File: config.mk
export PLATFORM = sky130hd
export DESIGN_NAME = ex_stage
export DESIGN_NICKNAME = d
export VERILOG_FILES = /design/src/rtl/ex_stage.sv
export SDC_FILE = /design/constraint.sdc
export NUM_CORES = 2
export LEC_CHECK = 0
export BUFFER_PORTS_ARGS = -buffer_cell sky130_fd_sc_hd__buf_2
export CORE_ASPECT_RATIO = 0.8
export CORE_MARGIN = 2
export CORE_UTILIZATION = 30
export CTS_CLUSTER_DIAMETER = 40
export CTS_CLUSTER_SIZE = 24
export DETAILED_ROUTE_END_ITERATION = 7
export GPL_TIMING_DRIVEN = 0
export SYNTH_ARGS = -nofsm -noshare
export SYNTH_HDL_FRONTEND = slang
export SYNTH_SLANG_ARGS = --single-unit
File: constraint.sdc
create_clock -name clk -period 19.51 [get_ports clk]
set_input_delay 3.902 -clock clk [delete_from_list [all_inputs] [get_ports clk]]
set_output_delay 3.902 -clock clk [all_outputs]
set_load 0.05 [all_outputs]
File: src/rtl/ex_stage.sv
// Execute stage: ALU, branch resolution, E/GT flags and a 32-step signed divider.
// All state advances on the falling edge of clk, in step with the pipeline latches.
module ex_stage (
   input  logic        clk,
   input  logic        reset,
   input  logic [31:0] input_EX_PC,
   input  logic [31:0] EX_branchTarget,
   input  logic [31:0] Operand_EX_A,
   input  logic [31:0] Operand_EX_B,
   input  logic [31:0] Operand_EX_2,
   input  logic [31:0] input_EX_IR,
   input  logic [21:0] Input_EX_controlBus,
   output logic        isBranchTaken,
   output logic [31:0] branchPC,
   output logic        exStall,
   output logic [31:0] input_MA_PC,
   output logic [31:0] ALU_result,
   output logic [31:0] Operand_MA_2,
   output logic [31:0] input_MA_IR,
   output logic [21:0] Input_MA_controlBus
);

   typedef enum logic [4:0] {
      OP_ADD = 5'd0,  OP_SUB = 5'd1,  OP_MUL = 5'd2,  OP_DIV = 5'd3,
      OP_MOD = 5'd4,  OP_CMP = 5'd5,  OP_AND = 5'd6,  OP_OR  = 5'd7,
      OP_NOT = 5'd8,  OP_MOV = 5'd9,  OP_LSL = 5'd10, OP_LSR = 5'd11,
      OP_ASR = 5'd12, OP_NOP = 5'd13, OP_LD  = 5'd14, OP_ST  = 5'd15,
      OP_BEQ = 5'd16, OP_BGT = 5'd17, OP_B   = 5'd18, OP_CALL = 5'd19,
      OP_RET = 5'd20
   } opcode_t;

   typedef enum logic [1:0] {IDLE, BUSY, DONE} div_state_t;

   typedef struct packed {
      logic e;
      logic gt;
   } flags_t;

   localparam logic [31:0] NOP_IR = 32'h6800_0000;

   opcode_t    opcode;
   logic       is_divmod;
   flags_t     flags;
   div_state_t div_state;
   logic [4:0] div_count;
   logic [31:0] div_rem, div_quo, div_dvsr, div_a;
   logic        div_q_neg, div_r_neg, div_by_zero;
   logic [31:0] alu_out;

   assign opcode    = opcode_t'(input_EX_IR[31:27]);
   assign is_divmod = (opcode == OP_DIV) || (opcode == OP_MOD);
   assign exStall   = !reset && is_divmod && (div_state != DONE);

   // NOTE: every always_comb output gets a default first so no path can infer a latch.
   always_comb begin
      alu_out = '0;
      case (opcode)
         OP_ADD, OP_LD, OP_ST: alu_out = Operand_EX_A + Operand_EX_B;
         OP_SUB:  alu_out = Operand_EX_A - Operand_EX_B;
         OP_MUL:  alu_out = Operand_EX_A * Operand_EX_B;
         OP_AND:  alu_out = Operand_EX_A & Operand_EX_B;
         OP_OR:   alu_out = Operand_EX_A | Operand_EX_B;
         OP_NOT:  alu_out = ~Operand_EX_B;
         OP_MOV:  alu_out = Operand_EX_B;
         OP_LSL:  alu_out = Operand_EX_A << Operand_EX_B[4:0];
         OP_LSR:  alu_out = Operand_EX_A >> Operand_EX_B[4:0];
         OP_ASR:  alu_out = $unsigned($signed(Operand_EX_A) >>> Operand_EX_B[4:0]);
         OP_CALL: alu_out = input_EX_PC + 32'd4;
         default: alu_out = '0;
      endcase
   end

   always_comb begin
      isBranchTaken = (opcode == OP_B) || (opcode == OP_CALL) || (opcode == OP_RET)
                    || ((opcode == OP_BEQ) && flags.e)
                    || ((opcode == OP_BGT) && flags.gt);
      branchPC      = (opcode == OP_RET) ? Operand_EX_A : EX_branchTarget;
   end

   // One restoring step: the 33-bit trial subtraction borrows exactly when the divisor does not fit.
   logic [32:0] rem_shift, rem_trial;
   logic        step_fits;
   logic [31:0] a_mag, b_mag, quo_final, rem_final, div_result;

   always_comb begin
      rem_shift  = {div_rem, div_quo[31]};
      rem_trial  = rem_shift - {1'b0, div_dvsr};
      step_fits  = !rem_trial[32];
      a_mag      = Operand_EX_A[31] ? -Operand_EX_A : Operand_EX_A;
      b_mag      = Operand_EX_B[31] ? -Operand_EX_B : Operand_EX_B;
      quo_final  = div_by_zero ? 32'hFFFF_FFFF : (div_q_neg ? -div_quo : div_quo);
      rem_final  = div_by_zero ? div_a : (div_r_neg ? -div_rem : div_rem);
      div_result = (opcode == OP_MOD) ? rem_final : quo_final;
   end

   // NOTE: sequential state uses non-blocking assignments only, so every register samples pre-edge values.
   always_ff @(negedge clk) begin
      if (reset) begin
         input_MA_PC         <= '0;
         ALU_result          <= '0;
         Operand_MA_2        <= '0;
         input_MA_IR         <= NOP_IR;
         Input_MA_controlBus <= '0;
         flags               <= '0;
         div_state           <= IDLE;
         div_count           <= '0;
      end else if (exStall) begin
         input_MA_PC         <= '0;
         ALU_result          <= '0;
         Operand_MA_2        <= '0;
         input_MA_IR         <= NOP_IR;
         Input_MA_controlBus <= '0;
         if (div_state == IDLE) begin
            div_rem     <= '0;
            div_quo     <= a_mag;
            div_dvsr    <= b_mag;
            div_a       <= Operand_EX_A;
            div_q_neg   <= Operand_EX_A[31] ^ Operand_EX_B[31];
            div_r_neg   <= Operand_EX_A[31];
            div_by_zero <= (Operand_EX_B == '0);
            div_count   <= '0;
            div_state   <= BUSY;
         end else begin
            div_rem   <= step_fits ? rem_trial[31:0] : rem_shift[31:0];
            div_quo   <= {div_quo[30:0], step_fits};
            div_count <= div_count + 5'd1;
            if (div_count == 5'd31) div_state <= DONE;
         end
      end else begin
         input_MA_PC         <= input_EX_PC;
         ALU_result          <= is_divmod ? div_result : alu_out;
         Operand_MA_2        <= Operand_EX_2;
         input_MA_IR         <= input_EX_IR;
         Input_MA_controlBus <= Input_EX_controlBus;
         if (opcode == OP_CMP) begin
            flags.e  <= (Operand_EX_A == Operand_EX_B);
            flags.gt <= ($signed(Operand_EX_A) > $signed(Operand_EX_B));
         end
         if (div_state == DONE) div_state <= IDLE;
      end
   end

endmodule

# Word level (Yosys, flattened, before mapping)
# Cells that the tools add are included.
# Widths: inputs -> output; s select.
[op_classes] n_div=0 n_shift=3 n_addsub=9 eq_ne=24 multipliers=1 mux=17 n_bitwise=6 magnitude_cmp=1 reduce_logical=21
[ops] operator="$pmux 32 s11" count=1
[ops] operator="$mux 32" count=10
[ops] operator="$neg 32->32" count=4
[ops] operator="$eq 5x4->1 const B" count=7
[ops] operator="$sub 33x32->33" count=1
[ops] operator="$add 32x3->32 const B" count=1
[ops] operator="$add 32x32->32" count=1
[ops] operator="$and 32x32->32" count=1
[ops] operator="$eq 32x32->1" count=1
[ops] operator="$gt 32x32->1" count=1
[ops] operator="$logic_not 32->1" count=1
[ops] operator="$mul 32x32->32" count=1
[ops] operator="$not 32->32" count=1
[ops] operator="$or 32x32->32" count=1
[ops] operator="$shl 32x5->32" count=1
[ops] operator="$shr 32x5->32" count=1
[ops] operator="$sshr 32x5->32" count=1
[ops] operator="$sub 32x32->32" count=1
[ops] operator="$mux 31" count=1
[ops] operator="$eq 5x5->1 const B" count=6
[ops] operator="$eq 5x3->1 const B" count=4
[ops] operator="$eq 5x2->1 const B" count=2
[ops] operator="$mux 2" count=4
[ops] operator="$reduce_and 2->1" count=3
[ops] operator="17 further kinds" count=26
[word_totals] inputBits=216 latchBits=0 elab_cells=99 mem_count=0 out_inout_bits=184 regBits=290 romBits=0 ramBits=0

# Longest topological paths before layout
[depth] depth_word=6 mapped_depth=32 depth_no_buf=28

==> run_results.csv <==
group,metric,value,unit
synth,netlist_area,0.0390,sq mm
clock_tree,hold_buffers,0,
detailed_routing,avgRoutedWirePerCell,34.6,um
clock_tree,cts_buffers,50,
critical_path,crit_fanout,8,
layout,nets,6490,
synth,synthFlopType,"dfxtp_1",
critical_path,cpPeakStageDelay,630,ps
synth,yosys.area_share.simple,0.177,
critical_path,r2r-start,"div_rem[0]",
clock_tree,clk_latency,680,ps
critical_path,crit_family,"adder cells",
critical_path,cpMostUsedCell,"fa_1",
critical_path,endpoint_kind,"flip-flop",
die,die_h,326,um
global_routing,grt_pass1_wl,339000,um
timing,relSlewSlack,-0.00304,
clock_tree,ctsRootBufferMaster,"clkbuf_16",
hold_path,hp-class,"reg2reg",
detailed_routing,via_per_inst,5.86,
timing,finalSetupViolations,16,
synth,synth_fa_ha_area_frac,0.294,
synth,yosysWarnings,0,
die,die-width,407,um
clock_tree,cts_buffer_depth,3,
timing,worst-slew-pin-transition,1500,ps
synth,synth_compound_area_frac,0.163,
critical_path,reg2reg_to,"div_rem[9]",
global_routing,grt_max_degree,38,
critical_path,start_kind,"input port",
detailed_routing,drt.antenna.violating_nets,0,
global_routing,antenna_found_initial,33,
critical_path,reg2reg_setup_slack,15030,ps
detailed_routing,postRouteWirelength,256000,um
critical_path,crit_type,"in2reg",
timing,hold_viol_final,0,
synth,synth-seq-cells,289,
synth,synthCells,4672,
clock_tree,cts.clk_slew.worst_paths,30,ps
synth,yosysSeqAreaShare,0.182,
timing,rsz0062_at_grt,"yes",
synth,synth_top_family_by_area,"adder cells",
synth,synth_cell_types,94,
die,dieArea,0.133,sq mm
timing,slew_viol_final,1,
placed_design,place.gp.congestion,1.07,
global_routing,overflow,0,
critical_path,crit_arrival,11440,ps
global_routing,grtUsageTotal,0.375,
layout,fillers,13100,
hold_path,hold_path.startpoint,"div_count[4]",
hold_path,min_to,"div_count[4]",
die,core,0.129,sq mm
run_status,failed_checks,"max-capacitance violations, max-slew violations, negative setup slack",
detailed_routing,drt-initial-drc-count,6284,
critical_path,slowest_stage,"fa_2",
timing,fin_ws,-1140,ps
die,row_count,118,
synth,syn_area_per_cell,8.34,sq um
timing,hold_ws,494,ps
detailed_routing,first_pass_iters,7,
timing,final.setup_skew,27.5,ps
die,start_util,0.302,
critical_path,critPathRequiredTime,10300,ps
clock_tree,clock-sinks,289,
die,io_pins,400,
placed_design,hpwl,201000,um
hold_path,hold_depth,2,
clock_tree,tritoncts,"yes",
detailed_routing,vias,43300,
synth,async_reset_ff_frac,0,
placed_design,placed_area,0.0440,sq mm
synth,synthXorXnorAreaFrac,0.0584,
job,cap_violations,1,
timing,fin_tns_setup,-10470,ps
synth,muxShareOfSynthArea,0.0437,
layout,fin_area,0.0524,sq mm
critical_path,rr_worst_depth,13,
placed_design,io_buffers,398,
detailed_routing,route.detailed.drc,0,
synth,synth_edf_count,130,
layout,area_growth,34.5,%
layout,layout-drive-gt1-share,0.222,
critical_path,critPathBufInv,6,
clock_tree,cts_max_level,2,
synth,synth_fp_nets,5558,
global_routing,grt_pass1_vias,41700,
run_status,status,"finished, violations left",
## kinds of logic (layout without fill, tap and decap cells)
kind of cell | count (synthesis) | count (layout)
AOI/OAI and AO/OA | 986 | 986
buffers and inverters | 841 | 1815
muxes | 108 | 108
other | 0 | 13
xor gates and xnor gates | 260 | 260
and+or+nand+nor | 1518 | 1518
DFF | 289 | 289
adders and majority gates | 670 | 670
## repair_timing
action	in CTS	in global routing
setup endpoints to repair	27	22
buffers inserted	169	49
gates cloned	6	3
pin swaps	110	89
gates resized for setup	755	177
## placed cells by master (no fill, tap or decap), types with 42 or more instances in the layout
| master | synthesis | final |
|---|---|---|
| o31ai_1 | 53 | 52 |
| nand3_1 | 67 | 65 |
| o21ai_0 | 280 | 273 |
| clkbuf_1 | 228 | 131 |
| nor3_1 | 48 | 45 |
| inv_1 | 500 | 743 |
| mux2i_1 | 52 | 50 |
| xnor2_1 | 179 | 168 |
| fa_2 | 0 | 42 |
| buf_4 | 2 | 193 |
| nor2_2 | 0 | 42 |
| fa_1 | 411 | 369 |
| xor2_1 | 81 | 75 |
| edfxtp_1 | 130 | 130 |
| dfxtp_1 | 159 | 159 |
| buf_2 | 30 | 368 |
| mux4_2 | 49 | 49 |
| nand2_1 | 461 | 449 |
| ha_1 | 259 | 233 |
| nor2_1 | 593 | 533 |
| clkbuf_16 | 0 | 98 |
| a21oi_1 | 244 | 224 |
| and2_1 | 119 | 119 |
## worst max path at each step
stage	depth (start not counted)	endpoint	start
CTS	27	ALU_result[30]	Operand_EX_B[12]
detailed placement	24	ALU_result[28]	Operand_EX_A[22]
floorplan	29	ALU_result[30]	Operand_EX_B[4]
global route	28	ALU_result[30]	Operand_EX_A[5]
finish	25	ALU_result[30]	Operand_EX_B[28]
global placement	24	ALU_result[28]	Operand_EX_A[22]
## routing by layer
layer / routed length (um) / GRT usage / vias to the layer above / part of all wire
met5: 433 / 0.0100 / - / 0.0017
met4: 16600 / 0.211 / 26 / 0.065
met3: 40500 / 0.179 / 728 / 0.16
met2: 99100 / 0.503 / 3513 / 0.39
met1: 99700 / 0.487 / 21400 / 0.39
li1: - / - / 17600 / -
## tightest hold or removal path, stage by stage (launching register included)
cell	delay (ps)
dfxtp_1	320
a32oi_1	60
nor2_1	80
## stage by stage
stage | setup slack, ps | instances | util
after floorplan | -816 | 4672 | -
after detailed placement | -4520 | 6821 | 0.341
after CTS | -892 | 7339 | 0.397
final | -1140 | 7399 | 0.405
after global placement | -4600 | 6810 | 0.339
after global routing | -1090 | 7389 | 0.405
## cell usage after synthesis (all sizes together), types with 20 or more instances
| cell type | n | area [sq um] |
|---|---|---|
| a211oi | 40 | 300 |
| a21oi | 246 | 1250 |
| o22ai | 20 | 125 |
| and2 | 119 | 744 |
| nand2b | 32 | 208 |
| nand4 | 28 | 175 |
| nand3 | 67 | 335 |
| inv | 508 | 1910 |
| fa | 411 | 8230 |
| xor2 | 81 | 709 |
| mux4 | 49 | 1100 |
| o21a | 20 | 150 |
| o21ai | 290 | 1460 |
| xnor2 | 179 | 1570 |
| nand2 | 462 | 1740 |
| o41ai | 20 | 205 |
| ha | 259 | 3240 |
| or3 | 37 | 241 |
| clkbuf | 228 | 856 |
| a221oi | 24 | 210 |
| a31oi | 39 | 244 |
| nor4 | 29 | 203 |
| o221ai | 27 | 236 |
| o211ai | 31 | 233 |
| nor2b | 20 | 133 |
| edfxtp | 130 | 3900 |
| mux2i | 52 | 521 |
| o31ai | 58 | 478 |
| buf | 90 | 383 |
| dfxtp | 159 | 3180 |
| a21o | 31 | 233 |
| nor3 | 51 | 270 |
| nor2 | 593 | 2230 |
## flip-flops by register name, summed over array words and instances, names as in the netlist
name                 count
input_MA_IR             32
div_a                   32
div_q_neg                1
Operand_MA_2            32
div_rem                 32
div_state                2
flags                    2
input_MA_PC             32
Input_MA_controlBus     22
div_quo                 32
div_count                5
ALU_result              32
div_by_zero              1
div_dvsr                32
## final cells by class
type	instances	area (sq um)	share of cell area
tap	1740	2180	0.0416
timing repair buffer	634	4810	0.0919
sequential	289	7090	0.135
buffer	274	2730	0.0522
clock buffer	50	1250	0.0239
inverter	522	2290	0.0437
antenna	13	32.5	0.000621
timing repair inverter	2	22.5	0.000430
multi-input combinational	3542	30300	0.578
clock inverter	333	1700	0.0324
Power is left out: the tool's default activity adds up to more than one toggle a clock period on the data nets, which glitch-free logic cannot reach.
